`config.mk`:
```
export PLATFORM = sky130hd
export DESIGN_NAME = ifft_cp_sched
export DESIGN_NICKNAME = d
export VERILOG_FILES = /design/src/rtl/ifft_cp_pkg.sv /design/src/rtl/ifft_cp_sched_cp_sym_counter.sv /design/src/rtl/ifft_cp_sched.sv
export SDC_FILE = /design/constraint.sdc
export NUM_CORES = 1
export LEC_CHECK = 0
export CAP_MARGIN = 20
export CORE_MARGIN = 2
export CORE_UTILIZATION = 53
export DETAILED_ROUTE_END_ITERATION = 6
export GPL_ROUTABILITY_DRIVEN = 0
export PLACE_DENSITY = 0.85
export SYNTH_ARGS = -nofsm -noshare
export SYNTH_HDL_FRONTEND = slang
export SYNTH_SLANG_ARGS = --single-unit
```
`constraint.sdc`:
```
create_clock -name clk -period 4.1 [get_ports clk]
set_clock_uncertainty 0.05 [all_clocks]
set_input_delay 0.615 -clock clk [delete_from_list [all_inputs] [get_ports clk]]
set_output_delay 0.615 -clock clk [all_outputs]
set_load 0.05 [all_outputs]
```
`src/rtl/ifft_cp_pkg.sv`:
```
// Shared constants, state encoding and CP-length helper for the IFFT CP scheduler.
// IFFT_CP_SCHED_EXT_CP_EN enables extended-CP slot support in the users of this package.
package ifft_cp_pkg;

  localparam int unsigned DEF_IFFT_SIZE = 2048;
  localparam int unsigned DEF_ADDR_W    = 11;
  localparam int unsigned DEF_CP_LONG   = 160;
  localparam int unsigned DEF_CP_SHORT  = 144;
  localparam int unsigned DEF_SYMS_SLOT = 14;
  localparam int unsigned CP_EXT        = 512;
  localparam int unsigned SYMS_EXT      = 12;
  localparam int unsigned LONG_SYM_A    = 0;
  localparam int unsigned LONG_SYM_B    = 7;
  localparam int unsigned CP_LEN_W      = 10;

  typedef enum logic [1:0] {
    ST_IDLE,
    ST_CP,
    ST_BODY,
    ST_DONE
  } state_t;

  function automatic logic [CP_LEN_W-1:0] cp_len_f(input logic [3:0] idx, input logic ext,
                                                   input logic [CP_LEN_W-1:0] cp_long,
                                                   input logic [CP_LEN_W-1:0] cp_short);
    if (ext)
      return CP_LEN_W'(CP_EXT);
    else if (idx == 4'(LONG_SYM_A) || idx == 4'(LONG_SYM_B))
      return cp_long;
    else
      return cp_short;
  endfunction

endpackage

```
`src/rtl/ifft_cp_sched_cp_sym_counter.sv`:
```
// Symbol index within the slot, extended-CP latch and CP length / start-address decode.
// The ext_cp port and latch exist only with IFFT_CP_SCHED_EXT_CP_EN defined.
module cp_sym_counter
  import ifft_cp_pkg::*;
#(
  parameter int unsigned IFFT_SIZE = DEF_IFFT_SIZE,
  parameter int unsigned ADDR_W    = DEF_ADDR_W,
  parameter int unsigned CP_LONG   = DEF_CP_LONG,
  parameter int unsigned CP_SHORT  = DEF_CP_SHORT,
  parameter int unsigned SYMS_SLOT = DEF_SYMS_SLOT
) (
  input  logic                clk,
  input  logic                rst,
  input  logic                adv_i,
`ifdef IFFT_CP_SCHED_EXT_CP_EN
  input  logic                idle_i,
  input  logic                ext_cp_i,
`endif
  output logic [3:0]          sym_idx_o,
  output logic                last_sym_o,
  output logic [CP_LEN_W-1:0] cp_len_o,
  output logic [ADDR_W-1:0]   start_addr_o
);

  logic [3:0] idx_q, idx_d;
  logic [3:0] last_idx;
  logic       ext_eff;

`ifdef IFFT_CP_SCHED_EXT_CP_EN
  logic ext_q;

  // At slot start the live input decides the first symbol's CP, then it is held.
  always_comb begin
    ext_eff = ext_q;
    if (idle_i && idx_q == '0)
      ext_eff = ext_cp_i;
  end

  always_ff @(posedge clk) begin
    if (rst) ext_q <= 1'b0;
    else     ext_q <= ext_eff;
  end
`else
  assign ext_eff = 1'b0;
`endif

  always_comb begin
    last_idx   = ext_eff ? 4'(SYMS_EXT - 1) : 4'(SYMS_SLOT - 1);
    last_sym_o = (idx_q == last_idx);
    idx_d      = idx_q;
    if (adv_i)
      idx_d = last_sym_o ? '0 : idx_q + 4'd1;
    cp_len_o     = cp_len_f(idx_q, ext_eff, CP_LEN_W'(CP_LONG), CP_LEN_W'(CP_SHORT));
    start_addr_o = ADDR_W'(IFFT_SIZE - 32'(cp_len_o));
  end

  always_ff @(posedge clk) begin
    if (rst) idx_q <= '0;
    else     idx_q <= idx_d;
  end

  assign sym_idx_o = idx_q;

endmodule

```
`src/rtl/ifft_cp_sched.sv`:
```
// IFFT output-buffer read scheduler: CP (symbol tail) then full body, one symbol per sym_ready.
// Define IFFT_CP_SCHED_EXT_CP_EN to add the ext_cp input (extended CP, 12-symbol slots).
module ifft_cp_sched
  import ifft_cp_pkg::*;
#(
  parameter int unsigned IFFT_SIZE = DEF_IFFT_SIZE,
  parameter int unsigned ADDR_W    = DEF_ADDR_W,
  parameter int unsigned CP_LONG   = DEF_CP_LONG,
  parameter int unsigned CP_SHORT  = DEF_CP_SHORT,
  parameter int unsigned SYMS_SLOT = DEF_SYMS_SLOT
) (
  input  logic              clk,
  input  logic              rst,
  input  logic              sym_ready,
`ifdef IFFT_CP_SCHED_EXT_CP_EN
  input  logic              ext_cp,
`endif
  output logic              sym_ack,
  output logic              rd_en,
  output logic [ADDR_W-1:0] rd_addr,
  output logic              cp_flag,
  output logic              data_valid,
  output logic [3:0]        sym_idx,
  output logic              slot_end,
  output logic              busy
);

  state_t state_q, state_d;

  logic [ADDR_W-1:0]   rd_addr_q, rd_addr_d;
  logic                rd_en_q, rd_en_d;
  logic                cp_flag_q, cp_flag_d;
  logic                sym_ack_q, sym_ack_d;
  logic                slot_end_q, slot_end_d;
  logic                busy_q, busy_d;
  logic                data_valid_q;
  logic                adv;
  logic                addr_last;
  logic                last_sym;
  logic [CP_LEN_W-1:0] cp_len;
  logic [ADDR_W-1:0]   start_addr;

  cp_sym_counter #(
    .IFFT_SIZE (IFFT_SIZE),
    .ADDR_W    (ADDR_W),
    .CP_LONG   (CP_LONG),
    .CP_SHORT  (CP_SHORT),
    .SYMS_SLOT (SYMS_SLOT)
  ) u_cnt (
    .clk          (clk),
    .rst          (rst),
    .adv_i        (adv),
`ifdef IFFT_CP_SCHED_EXT_CP_EN
    .idle_i       (state_q == ST_IDLE),
    .ext_cp_i     (ext_cp),
`endif
    .sym_idx_o    (sym_idx),
    .last_sym_o   (last_sym),
    .cp_len_o     (cp_len),
    .start_addr_o (start_addr)
  );

  assign addr_last = (rd_addr_q == ADDR_W'(IFFT_SIZE - 1));

  always_ff @(posedge clk) begin
    if (rst) state_q <= ST_IDLE;
    else     state_q <= state_d;
  end

  always_comb begin
    state_d = state_q;
    case (state_q)
      ST_IDLE: if (sym_ready) state_d = ST_CP;
      ST_CP:   if (addr_last) state_d = ST_BODY;
      ST_BODY: if (addr_last) state_d = ST_DONE;
      ST_DONE: state_d = ST_IDLE;
      default: state_d = ST_IDLE;
    endcase
  end

  // Next values of the registered outputs; sym_idx advances on the edge entering DONE.
  always_comb begin
    rd_addr_d  = rd_addr_q;
    rd_en_d    = rd_en_q;
    cp_flag_d  = cp_flag_q;
    sym_ack_d  = 1'b0;
    slot_end_d = 1'b0;
    adv        = 1'b0;
    case (state_q)
      ST_IDLE: begin
        if (sym_ready) begin
          rd_addr_d = start_addr;
          rd_en_d   = 1'b1;
          cp_flag_d = 1'b1;
        end
      end
      ST_CP: begin
        if (addr_last) begin
          rd_addr_d = '0;
          cp_flag_d = 1'b0;
        end else begin
          rd_addr_d = rd_addr_q + 1'b1;
        end
      end
      ST_BODY: begin
        if (addr_last) begin
          rd_addr_d  = '0;
          rd_en_d    = 1'b0;
          sym_ack_d  = 1'b1;
          slot_end_d = last_sym;
          adv        = 1'b1;
        end else begin
          rd_addr_d = rd_addr_q + 1'b1;
        end
      end
      default: ;
    endcase
    busy_d = (state_d != ST_IDLE);
  end

  always_ff @(posedge clk) begin
    if (rst) begin
      rd_addr_q    <= '0;
      rd_en_q      <= 1'b0;
      cp_flag_q    <= 1'b0;
      sym_ack_q    <= 1'b0;
      slot_end_q   <= 1'b0;
      busy_q       <= 1'b0;
      data_valid_q <= 1'b0;
    end else begin
      rd_addr_q    <= rd_addr_d;
      rd_en_q      <= rd_en_d;
      cp_flag_q    <= cp_flag_d;
      sym_ack_q    <= sym_ack_d;
      slot_end_q   <= slot_end_d;
      busy_q       <= busy_d;
      data_valid_q <= rd_en_q;
    end
  end

  assign rd_addr    = rd_addr_q;
  assign rd_en      = rd_en_q;
  assign cp_flag    = cp_flag_q;
  assign sym_ack    = sym_ack_q;
  assign slot_end   = slot_end_q;
  assign busy       = busy_q;
  assign data_valid = data_valid_q;

endmodule

```
After elaboration in Yosys (flattened, before gate mapping):

Cells that the tools add are included.

* flip-flop bits (word level): 23
* input port bits: 3
* word-level logic and storage cells: 50

* reductions and logical operators: 12
* $add $sub $neg: 3
* equal/unequal tests: 9
* bitwise gates (word level): 2
* multiplexer cells: 15

Operators with widths (number)
* 2-to-1 mux 11 bit: 2
* one-hot mux 11 bit (2 select lines): 1
* adder 11 x 1 -> 11 bit, second input constant: 1
* equality test 11 bit, second input constant: 1
* subtractor 1 x 8 -> 9 bit, first input constant: 1
* one-hot mux 2 bit (4 select lines): 1
* nonzero test 2 bit: 4
* 2-to-1 mux 2 bit: 3
* 2-to-1 mux 6 bit: 1
* inequality test 2 bit, second input constant: 3
* AND reduction 3 bit: 2
* adder 4 x 1 -> 4 bit, second input constant: 1
* equality test 2 bit, second input constant: 2
* equality test 4 x 3 -> 1 bit, second input constant: 1
* equality test 4 bit, second input constant: 1
* zero test 4 bit: 1
* 2-to-1 mux 1 bit: 4
* 2-to-1 mux 4 bit: 1
* one-hot mux 1 bit (2 select lines): 2
* OR reduction 3 bit: 1
* equality test 2 x 1 -> 1 bit, second input constant: 1
* zero test 2 bit: 1
* NOT 1 bit: 2
* AND reduction 2 bit: 1
* 2 further kinds: 2

Logic depth before layout (Yosys ltp):

Gate-level depths: netlist of the first run.

* word-level depth: 6
* mapped depth: 8

Hierarchy:

Synthesis of the first run repeated with hierarchy kept, for this count alone.

* cell total of the unflattened synthesis: 179
* area, all modules: 1531.5 sq um

Modules (own cells, without submodules)
* ifft_cp_sched: seq. area each 380.4 sq um, area each 1147.4 sq um, times used 1, cells each 133
* cp_sym_counter: seq. area each 80.1 sq um, area each 384.1 sq um, times used 1, cells each 46

Least setup slack after synthesis of the first run:

No wires, ideal clock.

* kind: reg2reg
* start: reg rd_addr_q[0] (netlist: rd_addr[0])
* end: reg busy_q (netlist: busy)
* required time: 3.927 ns
* period minus slack after synthesis: 2.156 ns
* stages on the path, launching flop included: 7
* setup slack: 1.944 ns
* buffers on the path: 1
* arrival time: 1.983 ns
* cells stage by stage: dfxtp_1 ha_1 nand3_1 or3_1 clkbuf_2 o31ai_1 o21bai_1

* cells in the longest elaborated chain, start to end: 4
* elaborated cells between the ends (all ways): 5

RTL lines
* start, declared: RTL line ifft_cp_sched.sv:30 `logic [ADDR_W-1:0] rd_addr_q, rd_addr_d;`
* start signal, assigned: RTL line ifft_cp_sched.sv:131 `rd_addr_q <= rd_addr_d;`
* equality test 11 bit (*): RTL line ifft_cp_sched.sv:63 `assign addr_last = (rd_addr_q == ADDR_W'(IFFT_SIZE - 1));`
* 2-to-1 mux 2 bit (on tied branches): RTL line ifft_cp_sched.sv:75, ifft_cp_sched.sv:74
* one-hot mux 2 bit (4 select lines) (*): RTL line ifft_cp_sched.sv:72 `case (state_q)`
* nonzero test 2 bit (*): RTL line ifft_cp_sched.sv:118 `busy_d = (state_d != ST_IDLE);`
* end signal, assigned: RTL line ifft_cp_sched.sv:136 `busy_q <= busy_d;`
* end, declared: RTL line ifft_cp_sched.sv:35 `logic busy_q, busy_d;`

Mark *: on every way between the ends. The rest lies on a longest branch, timed or not.
A chain may end at the register's enable or synchronous reset.

Final worst setup path of the first run:

* start: reg state_q[0]
* end: reg rd_addr_q[3] (netlist: rd_addr[3])

* cells in the longest elaborated chain, start to end: 4
* elaborated cells between the ends (all ways): 8

RTL lines
* start, declared: RTL line ifft_cp_sched.sv:28 `state_t state_q, state_d;`
* start signal, assigned: RTL line ifft_cp_sched.sv:67 `else state_q <= state_d;`
* equality test 2 bit / equality test 2 x 1 -> 1 bit (equally long branches): RTL line ifft_cp_sched.sv:89 `case (state_q)`
* OR reduction 2 bit (no line)
* nonzero test 2 bit (no line)
* AND reduction 2 bit (no line)

Parallel ways exist; a longest one is shown, timed or not.

==> impl_metrics.json, run 1 <==
{
  "status": "completed",
  "async_reset_ff_frac": 0,
  "routed_wl_mm": 2.69,
  "ios": 24,
  "syn_inst": 135,
  "finalCriticalPeriod_ns": 2.36,
  "cp_max_fo": 14,
  "layout.nets": 164,
  "clock-root-buffer": "clkbuf_4",
  "required_ns": 4.26,
  "die_area_um2": 2570,
  "cts_tree": "done",
  "die_w_um": 50.7,
  "period_share": 0.575,
  "p_sw_frac": 0.320,
  "rsz0062_at_grt": "no",
  "synth-simple-area-share": 0.269,
  "synthXorXnorAreaFrac": 0.0228,
  "relSlewSlack": 0.346,
  "critical_path_arrival_ns": 2.52,
  "power_density_nw_per_um2": 319,
  "synth_compound_gate_area_share": 0.192,
  "leakage_nw": 0.516,
  "yosysTopAreaCell": "dfxtp_1",
  "core_um2": 2000,
  "synth_seq_area_share": 0.399,
  "ir_drop_mv": 0.219,
  "holdWs_ns": 0.459,
  "groute.usage.overall": 0.229,
  "synth_nets": 142,
  "synth-edff-count": 0,
  "cts_buffers": 3,
  "layout_common_cells": "23 x dfxtp_1, 23 x clkdlybuf4s50_1, 11 x nand2_1, 11 x nor2_1, 9 x a21oi_1",
  "worst_pin_slew_ns": 0.953,
  "cts_sinks": 23,
  "antenna_found_initial": 0,
  "yosysWarnings": 0,
  "grt_max_degree": 20,
  "synthAdderAreaFrac": 0.0433,
  "synth_top_family_by_area": "simple AND/OR/NAND/NOR gates",
  "synth_flop_cell": "dfxtp_1",
  "power_switching_mw": 0.145,
  "drc": 0,
  "combPwrFrac": 0.225,
  "hold_buffers": 0,
  "wire_per_inst_um": 14.7,
  "tns_ns": 0,
  "port_buffers": 23,
  "viasPerCell": 6.07,
  "hold_path_class": "register to register",
  "slew_violations": 0,
  "start_util": 0.577,
  "yosysTopAreaCellShare": 0.399,
  "power_frac_seq": 0.546,
  "end_kind": "register",
  "drt-initial-drc-count": 36,
  "drive_above_1_share": 0.0449,
  "diodes": 0,
  "synthMuxAreaShare": 0.0358,
  "clock_path_buffers": 2,
  "post_cts_buffers": 0,
  "avgSynthCellArea_um2": 8.55,
  "max-cap-violations": 0,
  "clock.fmax_mhz": 424,
  "netlist_area_um2": 1150,
  "h-tree-depth": 1,
  "worst_setup_path_start_kind": "register",
  "yosys.cell_types.count": 41,
  "clock_latency_ns": 0.31,
  "rows": 16,
  "first_pass_iters": 4,
  "hpwl_mm": 2.00,
  "grt_pass1_wl_mm": 4.52,
  "ys_seq_elements": 23,
  "antenna_left": 0,
  "hold_violations": 0,
  "grt_pass1_vias": 1038,
  "synthToLayoutAreaGrowth_pct": 22.9,
  "fin_total_pwr_mw": 0.452,
  "grt-ovfl-total": 0,
  "setup_violations": 0,
  "synthTopCellsByArea": "dfxtp_1 40%, ha_1 4.3%, a21oi_1 3.9%",
  "clk_pin_slew_ns": 0.12,
  "clkPwrFrac": 0.230,
  "path_class": "register to register",
  "cts_resized": 0,
  "internal_power_mw": 0.307,
  "die_h_um": 50.7,
  "vias": 1111
}
## critical path, cell delays in order, from the launching register on
cell and delay (ns):
dfxtp_1 0.37, inv_1 0.08, ha_1 0.42, mux2i_1 0.76
nand2b_1 0.27, o31ai_1 0.10, a32o_1 0.20
## layer usage
| layer | global-route usage | vias up | part of all wire | wire length, µm |
|---|---|---|---|---|
| met1 | 0.272 | 530 | 0.42 | 1130 |
| li1 | - | 536 | - | - |
| met5 | 0 | - | 0 | 0 |
| met2 | 0.412 | 43 | 0.52 | 1390 |
| met4 | 0.0991 | 0 | 0.0067 | 18 |
| met3 | 0.0268 | 2 | 0.053 | 142 |
## synthesized netlist by cell type (2+ instances only)
library cell  number
and3_1             2
nand3_1            7
a31oi_1            2
mux2i_1            3
clkbuf_2           2
nor3b_1            2
clkbuf_1           3
and4_1             2
o31ai_1            2
a32o_1             2
nand2_1           11
o21bai_1           2
nand4_1            2
nor2b_1            4
nor3_1             4
o21ai_0            7
inv_1              5
ha_1               4
a21oi_1            9
dfxtp_1           23
nor2_1            11
xor2_1             3
or3_1              5
## power by group through the flow
stage / registers (mW) / clock network, mW / logic [mW]
final: 0.247 / 0.104 / 0.102
after global routing: 0.248 / 0.113 / 0.108
after CTS: 0.247 / 0.103 / 0.101
after detailed placement: 0.252 / 0 / 0.101
after global placement: 0.251 / 0 / 0.0989
after floorplan: 0.283 / 0 / 0.0374
## final cells by class
| type | count | area [µm²] |
|---|---|---|
| inverters | 5 | 18.8 |
| clock buffers | 4 | 26.3 |
| fillers | 163 | 583 |
| flip-flops and latches | 23 | 460 |
| repair buffers | 23 | 230 |
| multi-input cells | 101 | 649 |
| well taps | 27 | 33.8 |
## state kept, by name (all words and copies together), names as in the netlist
signal,count
rd_addr,11
u_cnt.sym_idx_o,4
state_q,2
busy,1
cp_flag,1
data_valid,1
rd_en,1
slot_end,1
sym_ack,1
## cell families after synthesis
family                     after synthesis
xor gates and xnor gates                 3
AOI/OAI and AO/OA                       33
DFF                                     23
and+or+nand+nor                         57
muxes                                    4
buffers and inverters                   11
adders and majority gates                4
## stage by stage
step / instances / setup slack [ns] / util / cell area (µm²)
detailed placement: 179 / 1.51 / 0.696 / 1390
finish: 183 / 1.74 / 0.709 / 1420
floorplan: 135 / 1.94 / - / 1150
CTS: 183 / 1.76 / 0.709 / 1420
global route: 183 / 1.55 / 0.709 / 1420
global placement: 179 / 1.58 / 0.696 / 1390
## final timing paths
| path | slack, ns | cells past startpoint | endpoint | startpoint |
|---|---|---|---|---|
| max | 1.74 | 6 | rd_addr[3] | state_q[0] |
| min | 0.46 | 2 | cp_flag | cp_flag |
| max reg2reg | 1.74 | 6 | rd_addr[3] | state_q[0] |
| min reg2reg | 0.46 | 2 | cp_flag | cp_flag |
(Power assumes the default switching activity.)
==> run 2, diff against run 1 <==
CORE_UTILIZATION = 45   (was 53)
PLACE_DENSITY = 0.77   (was 0.85)
clock period = 2 ns   (was 4.1 ns; I/O delays follow)
==> run 2 against run 1 <==
Final cell count grew 6.0%. Wire length grew 5.8%. Global-route usage shrank 2.3 points. Total power grew 110%.
==> impl_metrics.json, run 2 (synthesis results as in run 1) <==
{
  "antenna_found_initial": 0,
  "hold_violations": 0,
  "stdcell_count": 194,
  "port_buffers": 23,
  "path_cells": "clkdlybuf4s50_1",
  "fin_total_pwr_mw": 0.942,
  "end_kind": "output pin",
  "cts_buffers": 3,
  "pre_cts_slack_ns": 0.0942,
  "power_frac_seq": 0.537,
  "met2_length_mm": 1.43,
  "first_pass_iters": 4,
  "clkPwrFrac": 0.227,
  "path_class": "register to output pin",
  "ios": 24,
  "grt_max_degree": 13,
  "worst_setup_path_start_kind": "register",
  "top_layer_used": "met4",
  "layout.nets": 172,
  "path_delay_family": "buffers and inverters",
  "fin_ws_ns": 0.0651,
  "h-tree-depth": 1,
  "die_w_um": 54.7,
  "diodes": 0,
  "grt_pass1_wl_mm": 4.53,
  "grt_pass1_vias": 994,
  "clock_latency_ns": 0.30,
  "max-cap-violations": 0,
  "leakage_nw": 0.652,
  "ir_drop_mv": 0.480,
  "drt-initial-drc-count": 28,
  "viasPerCell": 5.78,
  "clock.fmax_mhz": 517,
  "relSlewSlack": 0.662,
  "final_common_cell": "dfxtp_1",
  "internal_power_mw": 0.641,
  "routed_wl_mm": 2.84,
  "wire_per_inst_um": 14.7,
  "grt-ovfl-total": 0,
  "core_um2": 2450,
  "dp.cells": 190,
  "drive_above_1_share": 0.134,
  "layout_common_cells": "20 x dfxtp_1, 16 x clkdlybuf4s50_1, 11 x nand2_1, 11 x nor2_1, 9 x a21oi_1",
  "synthToLayoutAreaGrowth_pct": 31.2,
  "hpwl_mm": 2.13,
  "combPwrFrac": 0.236,
  "cp_max_fo": 5,
  "clock-root-buffer": "clkbuf_4",
  "p_sw_frac": 0.319,
  "largest_reg_flops": 11,
  "slowest_delay_ns": 0.84,
  "cts_sinks": 23,
  "clk_pin_slew_ns": 0.12,
  "post_cts_buffers": 0,
  "worst_pin_slew_ns": 0.506,
  "antenna_left": 0,
  "vias": 1121,
  "finalCriticalPeriod_ns": 1.93,
  "die_area_um2": 2990,
  "start_util": 0.470,
  "required_ns": 1.65,
  "period_share": 0.967,
  "critical_path_arrival_ns": 1.58,
  "hold_path_class": "register to register",
  "slew_violations": 0,
  "die_h_um": 54.7,
  "met3_wirelength_um": 97,
  "status": "completed",
  "wl_met1_mm": 1.30,
  "rows": 18,
  "clock_path_buffers": 2,
  "cp_num_buf_inv": 1,
  "setup_violations": 0,
  "nFillCells": 230,
  "groute.usage.overall": 0.206,
  "power_density_nw_per_um2": 621,
  "drc": 0,
  "power_switching_mw": 0.301,
  "cp_slowest_cell": "clkdlybuf4s50_1",
  "cts_tree": "done"
}
-- run 2: cell type report --
cell class	instances	area, µm²	share of cell area
well taps	30	37.5	0.0248
multi-input cells	101	668	0.441
clock buffers	4	26.3	0.0173
inverters	5	18.8	0.0124
repair buffers	31	300	0.198
flip-flops and latches	23	464	0.306
-- run 2: what timing repair did --
item,CTS,global route
hold buffers,0,0
gates resized for setup,2,9
setup endpoints to repair,2,13
-- run 2: power by group through the flow --
| stage | clock [mW] | combinational, mW | sequential [mW] |
|---|---|---|---|
| after global placement | 0 | 0.215 | 0.513 |
| after floorplan | 0 | 0.0766 | 0.581 |
| after CTS | 0.218 | 0.219 | 0.505 |
| after global routing | 0.239 | 0.238 | 0.509 |
| final | 0.214 | 0.222 | 0.506 |
| after detailed placement | 0 | 0.219 | 0.516 |
-- run 2: path summary, 6_finish.rpt --
kind                                  from          to  slack [ns]  cells past startpoint
worst max-delay path            rd_addr[6]  rd_addr[6]        0.07                      1
worst min-delay path                 rd_en  data_valid        0.45                      1
worst max register to register  state_q[1]  rd_addr[8]        0.15                      6
worst min register to register       rd_en  data_valid        0.45                      1
-- run 2: metal layers --
layer  vias to the layer above  track usage
met5                         -            0
met4                         0       0.0375
met3                         2       0.0273
met2                        26        0.345
met1                       540        0.283
li1                        553            -
-- run 2: metrics by stage --
step | TNS, ns | utilization | cell area, µm² | hold WS [ns]
floorplan | 0 | - | 1160 | 0.473
global placement | 0 | 0.595 | 1460 | 0.424
detailed placement | 0 | 0.595 | 1460 | 0.433
CTS | 0 | 0.604 | 1480 | 0.451
global route | -0.0748 | 0.617 | 1520 | 0.464
finish | 0 | 0.617 | 1520 | 0.452
